$ cat src/rtl/v_query_walker.sv
// v_query_walker: walks levels 0..ENTRIES_N-1 of one product on the list query
// bus, retries busy levels, and streams valid (level, key, size) entries out
// through a small registered FIFO with a valid/ready handshake.
// Optional feature macro: V_QUERY_WALKER_EARLY_TERM_EN (stop the walk once the
// number of entries found matches the reported list occupancy).

package cfg_pkg;
    localparam int ENTRIES_N = 4;
endpackage

package v_pkg;
    typedef logic [7:0]  id_t;
    typedef logic [3:0]  level_t;
    typedef logic [15:0] key_t;
    typedef logic [15:0] volume_t;
    typedef logic [7:0]  listsize_t;
endpackage

module v_query_walker #(
    parameter int ENTRIES_N = cfg_pkg::ENTRIES_N,
    parameter int RETRY_MAX = 3,
    parameter int OUT_DEPTH = 4
) (
    input  logic                             clk,
    input  logic                             rst,
    input  logic                             i_req_vld,
    input  v_pkg::id_t                       i_req_prod_id,
    output logic                             o_req_rdy,
    output logic                             o_lut_vld,
    output v_pkg::id_t                       o_lut_prod_id,
    output v_pkg::level_t                    o_lut_level,
    input  logic                             i_lut_vld_r,
    input  v_pkg::key_t                      i_lut_key,
    input  v_pkg::volume_t                   i_lut_size,
    input  logic                             i_lut_error,
    input  v_pkg::listsize_t                 i_lut_listsize,
    output logic                             o_rsp_vld,
    output v_pkg::level_t                    o_rsp_level,
    output v_pkg::key_t                      o_rsp_key,
    output v_pkg::volume_t                   o_rsp_size,
    input  logic                             i_rsp_rdy,
    output logic                             o_done_vld,
    output logic [$clog2(ENTRIES_N+1)-1:0]   o_done_cnt
);
    localparam int FW = $clog2(ENTRIES_N + 1);
    localparam int RW = $clog2(RETRY_MAX + 1);
    localparam int PW = $clog2(OUT_DEPTH);
    localparam int CW = $clog2(OUT_DEPTH + 1);

    typedef enum logic [2:0] {IDLE, ISSUE, WAIT, DRAIN, DONE} state_t;

    state_t          state;
    v_pkg::level_t   level;
    logic [RW-1:0]   retry;
    logic [FW-1:0]   found;
    logic [FW-1:0]   found_nxt;

    v_pkg::level_t   mem_level [OUT_DEPTH];
    v_pkg::key_t     mem_key   [OUT_DEPTH];
    v_pkg::volume_t  mem_size  [OUT_DEPTH];
    logic [PW-1:0]   rd_ptr;
    logic [PW-1:0]   wr_ptr;
    logic [CW-1:0]   count;
    logic [CW-1:0]   count_nxt;

    logic            push;
    logic            pop;
    logic            last_try;
    logic            advance;
    logic            early;
    logic            finish;

`ifdef V_QUERY_WALKER_EARLY_TERM_EN
    v_pkg::listsize_t listsize;
    logic             listsize_vld;
`else
    logic             unused_listsize;
    assign unused_listsize = ^i_lut_listsize;
`endif

    function automatic logic [PW-1:0] ptr_inc(input logic [PW-1:0] p);
        return (p == PW'(OUT_DEPTH - 1)) ? '0 : p + 1'b1;
    endfunction

    // Handshake decode, FIFO occupancy forecast and walk-advance decisions.
    always_comb begin
        push      = (state == WAIT) && i_lut_vld_r && !i_lut_error;
        pop       = (count != '0) && i_rsp_rdy;
        count_nxt = count;
        if (push && !pop) begin
            count_nxt = count + 1'b1;
        end else if (!push && pop) begin
            count_nxt = count - 1'b1;
        end
        found_nxt = (found == FW'(ENTRIES_N)) ? found : found + 1'b1;
        last_try  = (retry == RW'(RETRY_MAX - 1));
        advance   = (state == WAIT) && i_lut_vld_r && (!i_lut_error || last_try);
        early     = 1'b0;
`ifdef V_QUERY_WALKER_EARLY_TERM_EN
        // The first success supplies the occupancy in the same cycle it is latched.
        if (push) begin
            early = (int'(found_nxt) == int'(listsize_vld ? listsize : i_lut_listsize));
        end
`endif
        finish    = advance && ((level == v_pkg::level_t'(ENTRIES_N - 1)) || early);
    end

    // Issue only when the response is guaranteed a FIFO slot.
    assign o_lut_vld   = (state == ISSUE) && (count < CW'(OUT_DEPTH));
    assign o_lut_level = level;
    assign o_rsp_vld   = (count != '0);
    assign o_rsp_level = mem_level[rd_ptr];
    assign o_rsp_key   = mem_key[rd_ptr];
    assign o_rsp_size  = mem_size[rd_ptr];

    // Walk sequencer with registered request-ready and done outputs.
    always_ff @(posedge clk or posedge rst) begin
        if (rst) begin
            state         <= IDLE;
            o_req_rdy     <= 1'b1;
            o_lut_prod_id <= '0;
            level         <= '0;
            retry         <= '0;
            found         <= '0;
            o_done_vld    <= 1'b0;
            o_done_cnt    <= '0;
`ifdef V_QUERY_WALKER_EARLY_TERM_EN
            listsize      <= '0;
            listsize_vld  <= 1'b0;
`endif
        end else begin
            o_done_vld <= 1'b0;
            case (state)
                IDLE: begin
                    if (i_req_vld) begin
                        o_lut_prod_id <= i_req_prod_id;
                        level         <= '0;
                        retry         <= '0;
                        found         <= '0;
                        o_req_rdy     <= 1'b0;
                        state         <= ISSUE;
`ifdef V_QUERY_WALKER_EARLY_TERM_EN
                        listsize_vld  <= 1'b0;
`endif
                    end
                end
                ISSUE: begin
                    if (o_lut_vld) begin
                        state <= WAIT;
                    end
                end
                WAIT: begin
                    if (i_lut_vld_r) begin
                        if (!i_lut_error) begin
                            found <= found_nxt;
                            retry <= '0;
`ifdef V_QUERY_WALKER_EARLY_TERM_EN
                            if (!listsize_vld) begin
                                listsize     <= i_lut_listsize;
                                listsize_vld <= 1'b1;
                            end
`endif
                        end else if (!last_try) begin
                            retry <= retry + 1'b1;
                        end else begin
                            retry <= '0;
                        end
                        if (finish) begin
                            // A push here keeps the FIFO non-empty, so found is final.
                            if (count_nxt == '0) begin
                                o_done_vld <= 1'b1;
                                o_done_cnt <= found;
                                state      <= DONE;
                            end else begin
                                state <= DRAIN;
                            end
                        end else begin
                            if (advance) begin
                                level <= level + 1'b1;
                            end
                            state <= ISSUE;
                        end
                    end
                end
                DRAIN: begin
                    if (count_nxt == '0) begin
                        o_done_vld <= 1'b1;
                        o_done_cnt <= found;
                        state      <= DONE;
                    end
                end
                DONE: begin
                    o_req_rdy <= 1'b1;
                    state     <= IDLE;
                end
                default: state <= IDLE;
            endcase
        end
    end

    // Output FIFO storage and pointers; reset flushes any pending entries.
    always_ff @(posedge clk or posedge rst) begin
        if (rst) begin
            rd_ptr <= '0;
            wr_ptr <= '0;
            count  <= '0;
            for (int i = 0; i < OUT_DEPTH; i++) begin
                mem_level[i] <= '0;
                mem_key[i]   <= '0;
                mem_size[i]  <= '0;
            end
        end else begin
            count <= count_nxt;
            if (push) begin
                mem_level[wr_ptr] <= level;
                mem_key[wr_ptr]   <= i_lut_key;
                mem_size[wr_ptr]  <= i_lut_size;
                wr_ptr            <= ptr_inc(wr_ptr);
            end
            if (pop) begin
                rd_ptr <= ptr_inc(rd_ptr);
            end
        end
    end

    a_rsp_in_wait: assert property (@(posedge clk) disable iff (rst) (state == WAIT) |-> i_lut_vld_r);

endmodule

$ cat config.mk
export PLATFORM = sky130hd
export DESIGN_NAME = v_query_walker
export DESIGN_NICKNAME = d
export VERILOG_FILES = /design/src/rtl/v_query_walker.sv
export SDC_FILE = /design/constraint.sdc
export NUM_CORES = 1
export LEC_CHECK = 0
export ABC_AREA = 1
export BUFFER_PORTS_ARGS = -buffer_cell sky130_fd_sc_hd__buf_2
export CORE_UTILIZATION = 30
export DETAILED_ROUTE_END_ITERATION = 16
export HOLD_SLACK_MARGIN = 0.03
export PLACE_DENSITY = 0.51
export SLEW_MARGIN = 20
export SYNTH_ARGS = -nofsm -noshare
export SYNTH_HDL_FRONTEND = slang
export SYNTH_SLANG_ARGS = --single-unit
$ cat constraint.sdc
create_clock -name clk -period 21.8 [get_ports clk]
set_input_delay 6.54 -clock clk [delete_from_list [all_inputs] [get_ports clk]]
set_output_delay 6.54 -clock clk [all_outputs]
set_load 0.05 [all_outputs]
[Yosys cells after proc, flatten, opt, wreduce, memory -nomap -nowiden]
Index checks and enable logic that the tools add are counted.
Storage, ports and cells
  register bits: 176
  input bits: 54
  output and inout bits: 55
  word-level logic and storage cells: 132
Cells by class
  add/sub/neg operators: 7
  $lt $le $gt $ge: 4
  equal/unequal tests: 18
  multiplexer cells: 52
  bitwise logic cells: 2
  reductions and logical operators: 26
Operator list (number)
  $bwmux 64: 2
  $mux 16: 5
  $bmux 16 s2: 2
  $mux 3: 15
  $demux 16 s2: 1
  $mux 4: 7
  $ne 2x2->1 const B: 9
  $bwmux 16: 1
  $mux 2: 6
  $pmux 3 s2: 2
  $pmux 3 s4: 1
  $reduce_and 5->1: 2
  $logic_and 1x1->1: 9
  $bmux 4 s2: 1
  $demux 4 s2: 1
  $pmux 4 s2: 1
  $add 2x1->2 const B: 3
  $add 3x1->3 const B: 2
  $eq 2x2->1 const B: 3
  $eq 3x2->1 const B: 2
  $eq 3x3->1 const B: 2
  $ge 3x3->1 const B: 2
  $logic_not 3->1: 2
  $not 2->3: 2
  other kinds (16): 26

[Depth between registers and ports, before layout]
Gate-level depths: netlist of run 1.
  word-level depth: 12
  mapped depth: 15
  gate-level depth less buffers: 15

[Worst setup path after synthesis of run 1]
Ideal clock, no wire load.
  kind: register to output
  start: register rd_ptr[0]
  end: output o_rsp_size[1]
  arrival: 1826 ps
  data required time: 15260 ps
  slack: 13434 ps
  stages on the path, launching flop included: 6
  buffers on the path: 2
  path through: dfrtp_1 clkbuf_1 inv_2 clkbuf_1 o21ai_0 o22ai_1
On the way
  cells in the longest elaborated chain, start to end: 4
RTL lines
  start: declaration: line 61  | logic [PW-1:0] rd_ptr;
  start signal: assignment: line 221  | rd_ptr <= ptr_inc(rd_ptr);
  $not 2->3 (not written as such): line 114  | assign o_rsp_size = mem_size[rd_ptr];
  $bmux 16 s2: line 114
  $mux 16 (not written as such) (2 in series): line 114
  end: declaration: line 40  | output v_pkg::volume_t o_rsp_size,
Every way passes these cells. The select of a mux whose other input is x is not followed.

[Worst setup path after layout of run 1]
  start: register rd_ptr[1]
  end: output o_rsp_key[1]
On the way
  cells in the longest elaborated chain, start to end: 4
RTL lines
  $not 2->3 (not written as such): line 113  | assign o_rsp_key = mem_key[rd_ptr];
  $bmux 16 s2: line 113
  $mux 16 (not written as such) (2 in series): line 113
  end: declaration: line 39  | output v_pkg::key_t o_rsp_key,
Every way passes these cells. The select of a mux whose other input is x is not followed.

==> metrics.yaml, run 1 <==
detailed_routing:
  drt-initial-drc-count: 356
  wl_per_cell_um: 14.3
  route.detailed.drc: 0
  via_count: 6087
  drt_pre_antenna_iters: 5
  ant_nets: 0
  routed_wl_um: 19000
  avgViaCountPerCell: 4.58
cells_and_area:
  drive_above_1_share_pct: 17.5
  nFillCells: 2684
  syn_to_final_growth_pct: 18.2
  nets: 1050
  finalNonFillerCells: 1329
  final_cell_mix: "o21ai_0, nand2_1, dfrtp_1"
  design_area_um2: 9180
  final_common_cell: "o21ai_0"
  fin_util_pct: 36.3
sta:
  max_freq_mhz: 111
  worst_slew_pin_slew_ps: 932
  tns_ps: 0
  timing.final.crit_share_pct: 41.2
  fin_ws_ps: 12810
  setup_viol: 0
  drv_slew: 0
  finalHoldViolations: 0
  fin_skew_ps: 13.6
  rsz0062_at_grt: "false"
  final.min_clock_period_ps: 8990
  relSlewSlack_pct: 37.8
yosys:
  synth_area_um2: 7770
  synth_area_leaders: "dfrtp_1, o21ai_0, nand2_1"
  synth_top_cell_area_share_pct: 56.3
  synth_top_cell_by_area: "dfrtp_1"
  seq_area_frac_synth_pct: 56.7
  synth_nets: 971
  ys_warn_count: 0
  synth.ff_latch_count: 176
  yosys.cell_types.count: 26
  syn_area_per_cell_um2: 8.58
  synth_cells: 906
die:
  die_height_um: 163
  initial_core_util_pct: 30.7
  io_pins: 109
  die_area_um2: 26600
  rows: 58
  die_x_um: 163
  coreArea_um2: 25300
global_routing:
  track_usage_pct: 15.0
  grt_max_degree: 100
  overflow: 0
  antenna_found_initial: 1
  grt_pass1_vias: 5985
  grt_pass1_wl_um: 31100
power:
  comb_power_share_pct: 46.4
  p_int_mw: 0.800
  powerDensity_nw_per_um2: 167
  pwr-share-clk_pct: 19.7
  pwr-share-seq_pct: 33.9
  switching_share_pct: 47.7
  total_leakage_power_nw: 4.52
  vdd_drop_max_mv: 0.0720
  switchingPower_mw: 0.731
job:
  maxCapViolCount: 0
clock_network:
  cts_max_path_buffers: 2
  cts_resized: 0
  cts_htree_levels: 4
  cts_tree: "built"
  cts_sinks: 176
  hold_buffers: 0
  cts-root-buf: "clkbuf_16"
  cts-buffers-inserted: 17
  insertion_delay_ps: 440
  cts_setup_buffers: 0
  path_clk_slew_ps: 70
placement:
  dp_slack_ps: 13240
  place_hpwl_um: 11000
  dpl.cell_count: 1295
  io_buffers: 100
  globalplace.congestion: 0.767
  post_dp_cell_area_um2: 8580
worst_setup_path:
  cp.arrival_ps: 2450
  worstSetupStartpointType: "register"
  cp-end-kind: "output port"
  cp_max_fo: 38
  cp_data_required_time_ps: 15260
  critical_path_class: "reg2out"
hold_path:
  hold_class: "reg2reg"
status:
  outcome: "complete, no violations"
final timing paths:
kind | from | slack, ps | cells past startpoint | end
max in group asynchronous | rst | 14140 | 4 | o_req_rdy
max | rd_ptr[1] | 12810 | 6 | o_rsp_key[1]
min | o_lut_prod_id[6] | 480 | 2 | o_lut_prod_id[6]
min reg2reg | o_lut_prod_id[6] | 480 | 2 | o_lut_prod_id[6]
max reg2reg | state[1] | 19770 | 7 | mem_key[49]
min in group asynchronous | rst | 6290 | 2 | mem_size[2]
critical path, cell delays in order, from the launching register on:
cell and delay (ps):
dfrtp_1 360, buf_4 280, inv_1 260, buf_4 410
o21ai_0 160, o22ai_1 220, buf_2 310
flip-flops by register name (all words and copies together), names as in the netlist:
register	count
mem_key	64
mem_size	64
mem_level	16
o_lut_prod_id	8
o_lut_level	4
count	3
found	3
o_done_cnt	3
state	3
rd_ptr	2
retry	2
wr_ptr	2
o_done_vld	1
o_req_rdy	1
per-stage QoR:
| stage | total power [mW] | hold WS [ps] |
|---|---|---|
| floorplan | 1.07 | 448 |
| detailed placement | 1.24 | 457 |
| CTS | 1.55 | 479 |
| global route | 1.64 | 499 |
| global placement | 1.24 | 452 |
| finish | 1.53 | 476 |
final cells by class:
type,instances,area [um^2],share of cell area (%)
antenna,1,2.50,0.0272
clock buffer,17,425,4.63
clock inverter,15,146,1.59
inverter,66,255,2.78
multi-input combinational,614,2940,32.0
sequential,176,4410,48.0
tap,330,413,4.50
timing repair buffer,110,596,6.49
cell families (layout without fill, tap and decap cells):
kind of cell | count (synthesis) | count (layout) | synth area share, %
DFF | 176 | 176 | 56.7
AOI/OAI and AO/OA | 271 | 271 | 18.2
xor gates and xnor gates | 4 | 4 | 0.451
other | 0 | 1 | 0
and+or+nand+nor | 328 | 328 | 17.3
adders and majority gates | 11 | 11 | 1.77
buffers and inverters | 116 | 208 | 5.63
routing by layer:
layer / GRT usage (%) / up-vias / wire, um
met5: 0 / - / 0
li1: - / 3147 / -
met1: 20.5 / 2820 / 9430
met3: 3.92 / 12 / 951
met4: 4.21 / 0 / 184
met2: 23.3 / 108 / 8440
synthesized netlist by cell type (all sizes together):
| cell type | count |
|---|---|
| nor3 | 1 |
| inv | 66 |
| o22ai | 37 |
| xor2 | 4 |
| nand2 | 217 |
| nand3 | 20 |
| dfrtp | 175 |
| ha | 11 |
| nor2 | 87 |
| nand4 | 3 |
| buf | 1 |
| o21a | 1 |
| a21oi | 2 |
| dfstp | 1 |
| o21ai | 229 |
| a22o | 1 |
| clkbuf | 49 |
| o31ai | 1 |
power by group through the flow:
stage               Sequential [mW]  Combinational, mW  Clock, mW
CTS                           0.519              0.720      0.311
floorplan                     0.546              0.520          0
finish                        0.519              0.710      0.302
global route                  0.536              0.783      0.325
detailed placement            0.523              0.719          0
global placement              0.521              0.716          0
No activity file was read; power rests on OpenSTA's default activity.
==> run 2: changes to the inputs <==
==> constraint.sdc (replaced) <==
create_clock -name clk -period 8.86 [get_ports clk]
set_input_delay 2.658 -clock clk [delete_from_list [all_inputs] [get_ports clk]]
set_output_delay 2.658 -clock clk [all_outputs]
set_load 0.05 [all_outputs]
==> metrics.yaml, run 2 (synthesis results as in run 1) <==
cells_and_area:
  diodes: 0  # -1
  design_area_um2: 9190  # about the same
  drive_above_1_share_pct: 17.2  # -0.38 points
  reg_top3: "mem_key (64), mem_size (64), mem_level (16)"
  final_cell_mix: "o21ai_0, nand2_1, dfrtp_1"
  syn_to_final_growth_pct: 18.2  # about the same
  final_common_cell: "o21ai_0"
  nets: 1050  # unchanged
power:
  total_leakage_power_nw: 4.52  # about the same
  powerDensity_nw_per_um2: 413  # +150%
  pwr-share-seq_pct: 33.6  # -0.3 points
  switching_share_pct: 46.5  # -1.2 points
  pwr-share-clk_pct: 20.2  # +0.5 points
  p_total_mw: 3.80  # +150%
  comb_power_share_pct: 46.2  # -0.2 points
  p_int_mw: 2.03  # +150%
  vdd_drop_max_mv: 0.206  # +190%
  switchingPower_mw: 1.76  # +140%
job:
  maxCapViolCount: 0  # unchanged
clock_network:
  cts_sinks: 176  # unchanged
  path_clk_slew_ps: 60  # about the same
  cts-buffers-inserted: 17  # unchanged
  cts_max_path_buffers: 2  # unchanged
  cts-root-buf: "clkbuf_16"
  cts_tree: "built"
  cts_htree_levels: 4  # unchanged
  cts_resized: 0  # unchanged
  insertion_delay_ps: 420  # -20 ps
  cts_setup_buffers: 0  # unchanged
  hold_buffers: 0  # unchanged
placement:
  globalplace.congestion: 0.774  # +0.82%
  dp_slack_ps: 4260  # -8980 ps
  io_buffers: 100  # unchanged
  place_hpwl_um: 11300  # +2.5%
  post_dp_cell_area_um2: 8590  # about the same
sta:
  finalHoldViolations: 0  # unchanged
  final.min_clock_period_ps: 4980
  rsz0062_at_grt: "false"
  hold_ws_ps: 478  # +1.98 ps
  tns_ps: 0  # unchanged
  setup_viol: 0  # unchanged
  worst_slew_pin_slew_ps: 799  # -134 ps
  max_freq_mhz: 201
  relSlewSlack_pct: 46.7  # +8.9 points
  fin_ws_ps: 3880  # -8930 ps
  drv_slew: 0  # unchanged
  timing.final.crit_share_pct: 56.2
  fin_skew_ps: 12.4  # -1.23 ps
hold_path:
  hold_path_end: "o_lut_prod_id[2]"
  holdPathStages: 2  # unchanged
  min-delay-start: "o_lut_prod_id[2]"
  hold_class: "reg2reg"
die:
  initial_core_util_pct: 30.7  # unchanged
  rows: 58  # unchanged
  coreArea_um2: 25300  # unchanged
  die_x_um: 163  # unchanged
  io_pins: 109  # unchanged
  die_height_um: 163  # unchanged
  die_area_um2: 26600  # unchanged
detailed_routing:
  via_count: 6168  # +1.3%
  drt_pre_antenna_iters: 5  # unchanged
  route.detailed.drc: 0  # unchanged
  ant_nets: 0  # unchanged
  drt-initial-drc-count: 421  # +18%
  avgViaCountPerCell: 4.65  # +1.5%
  wl_per_cell_um: 14.4  # +0.71%
  routed_wl_um: 19100  # +0.56%
worst_setup_path:
  worstSetupStartpointType: "register"
  crit_slowest_cell: "buf_4"
  critical_path_class: "reg2out"
  cp_max_fo: 60  # +58%
  r2r_start: "state[1]"
  reg2regPathDepth: 8  # +1
  cp-end-kind: "output port"
  cp.arrival_ps: 2320  # -130 ps
  r2r-end: "mem_size[60]"
  rrSetupSlack_ps: 6800  # -12970 ps
  crit_chain: "inv_2 > buf_4 > o21ai_0 > o22ai_1 > buf_2"
  cp_data_required_time_ps: 6200  # -9060 ps
  max_stage_delay_ps: 600  # +190 ps
global_routing:
  track_usage_pct: 15.1  # +0.15 points
  grt_pass1_vias: 6056  # +1.2%
  grt_pass1_wl_um: 31400  # +1.1%
  antenna_found_initial: 0  # -1
  grt_max_degree: 75  # -25%
  overflow: 0  # unchanged
status:
  outcome: "complete, no violations"
run 2: stage by stage:
stage                     instances  utilization (%)
after CTS                      1327             36.3
after floorplan                 906                -
after detailed placement       1296             33.9
after global routing           1327             36.3
final                          1327             36.3
after global placement         1296             33.9
run 2: cell type report:
class / instances / area [um^2]
inverter: 66 / 255
clock inverter: 9 / 131
fill: 2674 / 16100
multi-input combinational: 614 / 2940
sequential: 176 / 4410
tap: 330 / 413
timing repair buffer: 110 / 576
clock buffer: 22 / 464
run 2: power groups by stage:
stage | clock network [mW] | registers [mW] | logic (mW)
CTS | 0.790 | 1.28 | 1.78
global route | 0.825 | 1.32 | 1.93
detailed placement | 0 | 1.28 | 1.77
floorplan | 0 | 1.34 | 1.28
global placement | 0 | 1.28 | 1.76
finish | 0.766 | 1.28 | 1.75
run 2: layer usage:
layer	share of wire (%)	up-vias	track usage, %	routed length, um
li1	-	3147	-	-
met3	5.2	12	4.00	989
met5	0	-	0	0
met2	46	133	24.4	8770
met1	48	2876	20.2	9200
met4	0.86	0	3.70	165
run 2: how the worst max path moves through the flow:
stage                         start             to  depth (start not counted)
after CTS                 rd_ptr[0]  o_rsp_size[4]                          5
final                     rd_ptr[0]  o_rsp_size[4]                          5
after global routing      rd_ptr[0]  o_rsp_size[4]                          5
after global placement    rd_ptr[0]  o_rsp_size[4]                          5
after floorplan                 rst       count[0]                          1
after detailed placement  rd_ptr[0]  o_rsp_size[4]                          5
run 2: critical path, delay by kind of cell, from the launching register on:
family | cells | cell delay (ps)
DFF | 1 | 400
buffers and inverters | 3 | 1120
AOI/OAI and AO/OA | 2 | 360
==> run 3: changes to the inputs <==
--- a/config.mk
+++ b/config.mk
@@ -5,12 +5,12 @@
 export SDC_FILE = /design/constraint.sdc
 export NUM_CORES = 1
 export LEC_CHECK = 0
-export ABC_AREA = 1
+export ABC_AREA = 0
 export BUFFER_PORTS_ARGS = -buffer_cell sky130_fd_sc_hd__buf_2
 export CORE_UTILIZATION = 30
 export DETAILED_ROUTE_END_ITERATION = 16
 export HOLD_SLACK_MARGIN = 0.03
-export PLACE_DENSITY = 0.51
+export PLACE_DENSITY = 0.53
 export SLEW_MARGIN = 20
 export SYNTH_ARGS = -nofsm -noshare
 export SYNTH_HDL_FRONTEND = slang
==> constraint.sdc (replaced) <==
create_clock -name clk -period 4.4 [get_ports clk]
set_input_delay 1.32 -clock clk [delete_from_list [all_inputs] [get_ports clk]]
set_output_delay 1.32 -clock clk [all_outputs]
set_load 0.05 [all_outputs]
==> metrics.yaml, run 3 <==
sta:
  hold_ws_ps: 487  # +9.28 ps
  timing.final.crit_share_pct: 80.7
  max_freq_mhz: 282
  worst_slew_pin_slew_ps: 789  # -10.3 ps
  setup_viol: 0  # unchanged
  final.min_clock_period_ps: 3550
  drv_slew: 0  # unchanged
  tns_ps: 0  # unchanged
  fin_skew_ps: 7.20  # -5.22 ps
  rsz0062_at_grt: "false"
  finalHoldViolations: 0  # unchanged
  relSlewSlack_pct: 47.4  # +0.69 points
worst_setup_path:
  worstSetupStartpointType: "register"
  cp-end-kind: "output port"
  cp_data_required_time_ps: 3080  # -3120 ps
  cp.arrival_ps: 2230  # -90 ps
  cp_max_fo: 23  # -62%
  critical_path_class: "reg2out"
cells_and_area:
  nets: 666  # -37%
  final_cell_mix: "dfrtp_1, mux2_2, buf_2"
  final_common_cell: "dfrtp_1"
  syn_to_final_growth_pct: 18.8
  diodes: 0  # unchanged
  drive_above_1_share_pct: 54.5  # +37 points
  reg_top3: "mem_key (64), mem_size (64), mem_level (16)"
yosys:
  synth_cells: 497  # -45%
  synth_area_um2: 7830  # +0.69%
  synth_commonest_cells: "dfrtp_1, mux2_2, mux4_2"
  ys_warn_count: 0  # unchanged
  synth_top_cell_area_share_pct: 56.0  # -0.39 points
  syn_area_per_cell_um2: 15.7  # +84%
  async_flop_share_pct: 100  # unchanged
  synth_nets: 562  # -42%
  seq_area_frac_synth_pct: 56.3  # -0.39 points
  synth_top_cell_by_area: "dfrtp_1"
  synth_area_leaders: "dfrtp_1, mux2_2, mux4_2"
  synth.most_common_cell: "dfrtp_1"
  synth_mux_area_share_pct: 33.1  # +33 points
  synthAdderAreaFrac_pct: 2.01  # +0.24 points
  synth_flop_cell: "dfrtp_1"
  synth_edf_count: 0  # unchanged
  synth-xor-area-share_pct: 0.975  # +0.52 points
  synth.ff_latch_count: 176  # unchanged
  yosys.cell_types.count: 43  # +65%
  synth-simple-area-share_pct: 3.84  # -13 points
  synth_top_family_by_area: "multiplexers"
  synth_compound_area_share_pct: 1.82  # -16 points
detailed_routing:
  avgViaCountPerCell: 4.77  # +2.6%
  via_count: 4499  # -27%
  drt-initial-drc-count: 144  # -66%
  routed_wl_um: 16700  # -12%
  route.detailed.drc: 0  # unchanged
  wl_per_cell_um: 17.7  # +23%
  drt_pre_antenna_iters: 4  # -1
  ant_nets: 0  # unchanged
placement:
  io_buffers: 100  # unchanged
  globalplace.congestion: 0.763  # -1.4%
  place_hpwl_um: 10800  # -4.2%
die:
  io_pins: 109  # unchanged
  die_area_um2: 26700  # +0.68%
  rows: 58  # unchanged
  die_x_um: 164  # +0.34%
  coreArea_um2: 25400  # +0.29%
  die_height_um: 164  # +0.34%
  initial_core_util_pct: 30.8  # +0.12 points
clock_network:
  cts_htree_levels: 4  # unchanged
  cts-buffers-inserted: 17  # unchanged
  cts_tree: "built"
  path_clk_slew_ps: 70  # about the same
  cts_setup_buffers: 0  # unchanged
  cts_max_path_buffers: 2  # unchanged
  hold_buffers: 0  # unchanged
  cts_sinks: 176  # unchanged
  cts_resized: 0  # unchanged
  insertion_delay_ps: 420  # about the same
  cts-root-buf: "clkbuf_16"
global_routing:
  antenna_found_initial: 0  # unchanged
  grt_pass1_wl_um: 26900  # -14%
  grt_max_degree: 49  # -35%
  overflow: 0  # unchanged
  track_usage_pct: 13.3  # -1.8 points
  grt_pass1_vias: 5049  # -17%
power:
  total_leakage_power_nw: 4.47  # -1.2%
  vdd_drop_max_mv: 0.381  # +85%
  powerDensity_nw_per_um2: 775  # +88%
job:
  maxCapViolCount: 0  # unchanged
hold_path:
  hold_class: "reg2reg"
status:
  outcome: "complete, no violations"
## run 3: path summary, 6_finish.rpt
kind | startpoint | to | slack (ps) | cells past startpoint
setup / recovery | rd_ptr[1] | o_rsp_level[1] | 850 | 3
hold / removal | mem_size[57] | mem_size[57] | 490 | 1
setup reg to reg | state[2] | o_done_cnt[2] | 1630 | 6
hold reg to reg | mem_size[57] | mem_size[57] | 490 | 1
max in group asynchronous | rst | o_req_rdy | 2650 | 4
min in group asynchronous | rst | mem_key[43] | 900 | 2
## run 3: power breakdown
group          switching, mW  internal (mW)
Combinational           1.84           1.24
Clock                  0.637          0.795
Sequential             0.435           2.26
Total                   2.92           4.29
## run 3: cell type report
type,instances,area [um^2]
fill,2419,16100
sequential,176,4410
multi-input combinational,287,3260
timing repair buffer,109,618
clock buffer,19,443
tap,330,413
clock inverter,12,109
inverter,10,41.3
## run 3: metal layers
layer	track usage (%)	wire (um)	up-vias
li1	-	-	2034
met1	16.3	7230	2370
met2	23.3	8640	88
met3	3.50	721	7
met4	3.28	133	0
met5	0	0	-
## run 3: cells by family (layout without fill, tap and decap cells)
group,count (synthesis),count (layout)
buf+inv,34,150
simple gates,51,51
xor+xnor,7,7
flops,176,176
fa+ha+maj,13,13
mux,194,194
compound gates,22,22
## run 3: worst max-delay path: stages (launching register included)
cell and delay [ps]:
dfrtp_2 880, buf_4 360, mux4_2 330, buf_2 240
## run 3: metrics by stage
| step | setup slack [ps] | util, % | total power, mW | cells | area [um^2] |
|---|---|---|---|---|---|
| after floorplan | 828 | - | 5.12 | 497 | 7830 |
| after global placement | 974 | 34.3 | 5.72 | 911 | 8720 |
| after detailed placement | 923 | 34.3 | 5.86 | 911 | 8720 |
| after CTS | 762 | 36.5 | 7.33 | 942 | 9280 |
| after global routing | 696 | 36.6 | 7.63 | 943 | 9300 |
| final | 849 | 36.6 | 7.21 | 943 | 9300 |
